==> src/rtl/pipe_elastic_reg_if.sv <==
// Handshake bundle for the elastic pipeline register.
// Carries both the upstream (in_*) and downstream (out_*) sides of one stage.
interface pipe_elastic_reg_if #(
  parameter int WIDTH = 32
);
  logic             in_valid;
  logic [WIDTH-1:0] in_data;
  logic             in_ready;
  logic             out_valid;
  logic [WIDTH-1:0] out_data;
  logic             out_ready;

  // Environment view: offers upstream beats and consumes downstream beats.
  modport master (
    output in_valid, in_data, out_ready,
    input  in_ready, out_valid, out_data
  );

  // Register view: accepts upstream beats and presents downstream beats.
  modport slave (
    input  in_valid, in_data, out_ready,
    output in_ready, out_valid, out_data
  );
endinterface

==> src/rtl/pipe_elastic_reg.sv <==
// Elastic pipeline register with a two-entry skid buffer.
// in_ready is decoded purely from the state register, so stalls move back
// one stage per cycle without a combinational ready chain. A flush discards
// held entries (and any beat accepted in that cycle) and counts them in a
// saturating debug counter.
module pipe_elastic_reg #(
  parameter int               WIDTH     = 32,
  parameter logic [WIDTH-1:0] RESET_VAL = '0,
  parameter int               CNT_W     = 8
) (
  input  logic                 clk,
  input  logic                 rst,
  input  logic                 flush,
  pipe_elastic_reg_if.slave    bus,
  output logic [1:0]           occupancy,
  output logic [CNT_W-1:0]     flush_cnt
);

  // Encoding equals the number of held entries, so occupancy is the state.
  typedef enum logic [1:0] {
    S_EMPTY = 2'd0,
    S_BUSY  = 2'd1,
    S_FULL  = 2'd2
  } state_t;

  localparam int               SUM_W   = CNT_W + 2;
  localparam logic [CNT_W-1:0] CNT_MAX = '1;

  state_t             r_state;
  logic [WIDTH-1:0]   r_main;
  logic [WIDTH-1:0]   r_skid;
  logic [CNT_W-1:0]   r_flush_cnt;

  state_t             w_state_nxt;
  logic [WIDTH-1:0]   w_main_nxt;
  logic [WIDTH-1:0]   w_skid_nxt;
  logic [CNT_W-1:0]   w_cnt_nxt;

  logic               w_in_fire;
  logic               w_out_fire;
  logic [1:0]         w_discard;
  logic [SUM_W-1:0]   w_cnt_sum;
  logic [CNT_W-1:0]   w_cnt_sat;

  assign bus.in_ready  = (r_state != S_FULL);
  assign bus.out_valid = (r_state != S_EMPTY);
  assign bus.out_data  = r_main;
  assign occupancy     = r_state;
  assign flush_cnt     = r_flush_cnt;

  assign w_in_fire  = bus.in_valid  & bus.in_ready;
  assign w_out_fire = bus.out_valid & bus.out_ready;

  // Entries lost by a flush: held ones not leaving now, plus one arriving now.
  // Range is 0..2 because a beat can only arrive when at most one is held.
  assign w_discard = occupancy - {1'b0, w_out_fire} + {1'b0, w_in_fire};
  assign w_cnt_sum = SUM_W'(r_flush_cnt) + SUM_W'(w_discard);
  assign w_cnt_sat = (w_cnt_sum > SUM_W'(CNT_MAX)) ? CNT_MAX : w_cnt_sum[CNT_W-1:0];

  // Next-state, next-data and next-count decode; flush overrides the handshake.
  always_comb begin
    // NOTE: every target gets a hold value first so no path leaves it
    // unassigned; a missing default here would infer a latch.
    w_state_nxt = r_state;
    w_main_nxt  = r_main;
    w_skid_nxt  = r_skid;
    w_cnt_nxt   = r_flush_cnt;

    if (flush) begin
      w_state_nxt = S_EMPTY;
      w_main_nxt  = RESET_VAL;
      w_skid_nxt  = RESET_VAL;
      w_cnt_nxt   = w_cnt_sat;
    end else begin
      case (r_state)
        S_EMPTY: begin
          if (w_in_fire) begin
            w_main_nxt  = bus.in_data;
            w_state_nxt = S_BUSY;
          end
        end
        S_BUSY: begin
          if (w_in_fire && w_out_fire) begin
            w_main_nxt = bus.in_data;
          end else if (w_in_fire) begin
            // Downstream stalled after we had already advertised ready:
            // park the extra beat in the skid register.
            w_skid_nxt  = bus.in_data;
            w_state_nxt = S_FULL;
          end else if (w_out_fire) begin
            w_state_nxt = S_EMPTY;
          end
        end
        S_FULL: begin
          if (w_out_fire) begin
            w_main_nxt  = r_skid;
            w_state_nxt = S_BUSY;
          end
        end
        default: w_state_nxt = S_EMPTY;
      endcase
    end
  end

  // State, data and counter registers with synchronous reset.
  always_ff @(posedge clk) begin
    // NOTE: sequential state uses non-blocking assignments so every register
    // samples the pre-edge values regardless of statement order.
    if (rst) begin
      r_state     <= S_EMPTY;
      r_main      <= RESET_VAL;
      r_skid      <= RESET_VAL;
      r_flush_cnt <= '0;
    end else begin
      r_state     <= w_state_nxt;
      r_main      <= w_main_nxt;
      r_skid      <= w_skid_nxt;
      r_flush_cnt <= w_cnt_nxt;
    end
  end

endmodule

==> src/flat_wrapper.sv <==
// flat-port wrapper written by rule: the top's interface ports become plain ports
module pipe_elastic_reg_flat 
#(
  parameter int               WIDTH     = 32,
  parameter logic [WIDTH-1:0] RESET_VAL = '0,
  parameter int               CNT_W     = 8
)
  (clk, rst, flush, occupancy, flush_cnt, bus_in_valid, bus_in_data, bus_out_ready, bus_in_ready, bus_out_valid, bus_out_data);
  pipe_elastic_reg_if #(.WIDTH(WIDTH)) bus_i ();
  input  logic clk;
  input  logic rst;
  input  logic flush;
  output logic [1:0] occupancy;
  output logic [CNT_W-1:0] flush_cnt;
  input wire logic [$bits(bus_i.in_valid)-1:0] bus_in_valid;
  input wire logic [$bits(bus_i.in_data)-1:0] bus_in_data;
  input wire logic [$bits(bus_i.out_ready)-1:0] bus_out_ready;
  output wire logic [$bits(bus_i.in_ready)-1:0] bus_in_ready;
  output wire logic [$bits(bus_i.out_valid)-1:0] bus_out_valid;
  output wire logic [$bits(bus_i.out_data)-1:0] bus_out_data;
  assign bus_i.in_valid = bus_in_valid;
  assign bus_i.in_data = bus_in_data;
  assign bus_i.out_ready = bus_out_ready;
  assign bus_in_ready = bus_i.in_ready;
  assign bus_out_valid = bus_i.out_valid;
  assign bus_out_data = bus_i.out_data;
  pipe_elastic_reg #(.WIDTH(WIDTH), .RESET_VAL(RESET_VAL), .CNT_W(CNT_W)) u_core (.clk(clk), .rst(rst), .flush(flush), .bus(bus_i), .occupancy(occupancy), .flush_cnt(flush_cnt));
endmodule
==> config.mk <==
export PLATFORM = sky130hd
export DESIGN_NAME = pipe_elastic_reg_flat
export DESIGN_NICKNAME = d
export VERILOG_FILES = /design/src/rtl/pipe_elastic_reg_if.sv /design/src/rtl/pipe_elastic_reg.sv /design/src/flat_wrapper.sv
export SDC_FILE = /design/constraint.sdc
export NUM_CORES = 1
export LEC_CHECK = 0
export BUFFER_PORTS_ARGS = -buffer_cell sky130_fd_sc_hd__buf_2
export CAP_MARGIN = 20
export CORE_ASPECT_RATIO = 0.75
export CORE_MARGIN = 2
export CORE_UTILIZATION = 25
export CTS_CLUSTER_SIZE = 10
export DETAILED_ROUTE_END_ITERATION = 10
export PLACE_DENSITY = 0.49
export SETUP_SLACK_MARGIN = 0.5
export SLEW_MARGIN = 30
export SYNTH_ARGS = -nofsm -noshare
export SYNTH_HDL_FRONTEND = slang
export SYNTH_SLANG_ARGS = --single-unit
==> constraint.sdc <==
create_clock -name clk -period 6.6 [get_ports clk]
set_input_delay 0.66 -clock clk [delete_from_list [all_inputs] [get_ports clk]]
set_output_delay 0.66 -clock clk [all_outputs]
set_load 0.02 [all_outputs]
==> key figures <==
Route
  • Post-route ant nets: 0
  • DRT iter0 DRCs: 94
  • # DRC: 0
  • Routed WL: 9370 µm
  • Vias per cell: around 4.8
  • 1st-pass router iterations: 6
  • DR WL/cell: around 15 µm
  • Via count: 2923

Floorplan
  • Ports placed on the boundary: just over 80
  • Die Height: 107 µm
  • Num rows: 37
  • Die area: 15000 µm²
  • Starting Density: between 20% and 30%
  • Die width: 141 µm
  • Core area: between 10000 and 15000 µm²

Finish
  • Fin nets: 469
  • Antenna diodes: 0
  • Final Non-Filler Cells: 607
  • Ratio of cells with drive above 1 in the final layout: approximately 32%
  • Area growth, synth to finish: 23.6%
  • # fillers: 1449
  • Fin area: between 4000 and 5000 µm²

Power and ir drop
  • Pwr dens: 253 nW/µm²
  • Peak VDD IR: between 0.1 and 0.15 mV
  • Static Leak: ~1.8 nW

Clock network
  • Clock transition at the registers of the reported paths: approximately 0.06 ns
  • Number of instances resized during post-cts repair: 0
  • TritonCTS buffer count: 9
  • Later-pin clock latency in the skew report: ~0.33 ns
  • Worst-case clock buffer depth: 2
  • H-tree Lvls: 3
  • TritonCTS clock tree: done
  • Root Buffer: clkbuf_16
  • Clk sink count: 74
  • Cts hold-fix bufs: 0
  • Setup Fix Bufs, Post-CTS: 0

Yosys
  • Seq/Total Area, Yosys: a little over two fifths
  • Main synth FF type: dfxtp_1
  • EDFF count, synth: 0
  • Synth Warn #: 0
  • Post-synthesis xor/xnor area fraction: less than 1%
  • Adder-Cell Fraction of Synth Area: roughly 2%
  • Largest cells by area after synthesis: dfxtp_1 (42%), a211oi_2 (11%), mux2i_1 (9.4%), a211oi_1 (8.4%), nand2_1 (7.4%)
  • Synth top area share: around 42%
  • Most frequent cell after synthesis: dfxtp_1
  • Post-synthesis mux area share: under 10%
  • Mean Syn Cell Area: about 9.5 µm²
  • Simple-gate area share of the yosys netlist: about an eighth
  • Largest family of logic cells by synthesized area: compound AO/OA/AOI/OAI gates
  • Synth area leader: dfxtp_1
  • Compound-cell area share of the yosys netlist: a little over a quarter
  • Post-synthesis cell count: roughly 370
  • Post-synth top cells: dfxtp_1 (74), nand2_1 (69), a211oi_1 (39), a21oi_1 (39), mux2i_1 (33)
  • #FFs+latches synth: 74
  • Syn_nets: roughly 400
  • Post-Syn Area: 3500 µm²
  • Post-synth ARST share: 0%
  • Synth cell types: 37

Placed design
  • Routability cong.: roughly 0.72
  • Post-placement cell count: 589
  • Final HPWL DP: around 5600 µm
  • Port bufs: 80
  • Placed cell area: approximately 4000 µm²
  • Setup Slack @ Placement: 3.43 ns

Worst setup path
  • Largest delay contributor family on the critical path: simple AND/OR/NAND/NOR gates
  • Worst setup startpoint: u_core.occupancy[0]$_SDFFE_PP0P_
  • Worst EP arrival: ~3.5 ns
  • WS Path Type: flip-flop to flip-flop
  • RR Startpoint: u_core.occupancy[0]$_SDFFE_PP0P_
  • Critical Path Most Common Cell: xnor2_1
  • Startpoint types: flip-flop
  • Max incr delay on CP: ~0.52 ns
  • Critical path capture point type: flip-flop
  • Reg-to-reg slack, setup: roughly 3.4 ns
  • Worst EP required: roughly 6.8 ns
  • Worst Path Max Fanout: 35
  • Worst r2r path cells: 11
  • Critical path cell sequence: nand2b_2 > buf_4 > and2_1 > ha_1 > xnor2_1 > xnor2_1 > inv_1 > fa_1 > and3b_1 > a31oi_1 > a311oi_1
  • CP bufs+invs: 2
  • Worst flop-to-flop path endpoint: u_core.flush_cnt[6]$_SDFFE_PP0P_
  • Slowest cell on crit path: dfxtp_1

Timing
  • Max Freq: 0.310 GHz
  • Relative slew slack: between 40% and 50%
  • Final setup viols: 0
  • Final Skew: 0.00587 ns
  • Number of hold violations in the final report: 0
  • Fin Setup TNS: 0 ns
  • Worst slew pin tran: about 0.86 ns
  • RSZ-0062 raised after global routing: no
  • Final WS setup: 3.37 ns
  • Final Max Tran Viols: 0
  • Crit share post-route: roughly 50%
  • Time the worst path needs with I/O delays and setup: around 3.2 ns

Global routing
  • Initial antenna violation count: 0
  • All-Layer GR Usage: roughly an eighth
  • Number of global-route vias before repair: 2873
  • Largest net degree at the start of global routing: 67
  • Grt total ovfl: 0
  • Global-route wire length before repair: roughly 15000 µm

Min path
  • Min-delay src: u_core.r_skid[7]$_SDFFE_PP0P_
  • Hold Path Class: flip-flop to flip-flop
  • WHS Endpoint: u_core.r_skid[7]$_SDFFE_PP0P_
  • Hold Crit Depth: 2

Job
  • Max-cap violations: 0

Run status
  • Status: complete, no violations
## registers in the layout (all words and copies together) (netlist names)
name	flops
u_core.bus.out_data	32
u_core.flush_cnt	8
u_core.occupancy	2
u_core.r_skid	32
## worst max path at each step
stage                                             to  slack, ns  cells after the start
floorplan           u_core.flush_cnt[6]$_SDFFE_PP0P_       3.58                     13
global placement    u_core.flush_cnt[6]$_SDFFE_PP0P_       3.48                     11
detailed placement  u_core.flush_cnt[5]$_SDFFE_PP0P_       3.43                     11
CTS                 u_core.flush_cnt[6]$_SDFFE_PP0P_       3.40                     11
global route        u_core.flush_cnt[6]$_SDFFE_PP0P_       3.07                     11
finish              u_core.flush_cnt[6]$_SDFFE_PP0P_       3.37                     11
## logic make-up after synthesis
| family | Yosys count |
|---|---|
| AO/OA/AOI/OAI | 118 |
| AND/OR/NAND/NOR | 93 |
| flip-flops | 74 |
| buffers and inverters | 43 |
| multiplexers | 33 |
| adder cells (fa/ha/maj) | 5 |
| XOR/XNOR | 2 |
## layout by cell type, fill, tap and decap left out, types with 3 or more instances in the layout
master	n
a21oi_1	39
ha_1	4
nand2_1	69
clkinv_2	3
a211oi_2	30
dfxtp_1	74
a211oi_1	39
buf_2	80
clkbuf_16	9
mux2i_1	33
inv_1	6
and2_1	4
buf_4	3
## worst min-delay path, stage by stage (launching register included)
cell and delay (ns):
dfxtp_1 0.31, nand2_1 0.05, a21oi_1 0.05
## area by class of cell
class                      count  area (µm²)  area share (%)
multi-input combinational    251        1830            42.3
sequential                    74        1480            34.2
timing repair buffer          85         470            10.9
clock buffer                  11         253            5.84
tap                          175         219            5.06
clock inverter                 5        52.6            1.21
inverter                       6        22.5           0.520
## metal layers
| metal | GRT usage (%) | wire (µm) | vias to the layer above |
|---|---|---|---|
| met5 | 0 | 0 | - |
| met4 | 3.07 | 58 | 0 |
| met1 | 17.5 | 4550 | 1381 |
| li1 | - | - | 1450 |
| met2 | 20.1 | 4230 | 84 |
| met3 | 4.32 | 535 | 8 |
## report_power, final
group | internal [mW] | switching (mW)
logic | 0.0494 | 0.0782
registers | 0.459 | 0.00813
clock network | 0.311 | 0.191
## per-stage QoR
stage               hold slack [ns]  util, %  total power, mW
global placement              0.440     28.9            0.601
global route                  0.473     31.6             1.15
floorplan                     0.436        -            0.562
detailed placement            0.447     28.9            0.602
CTS                           0.456     31.2             1.11
finish                        0.451     31.6             1.10
Note: power is estimated with default switching activity, not from simulation.
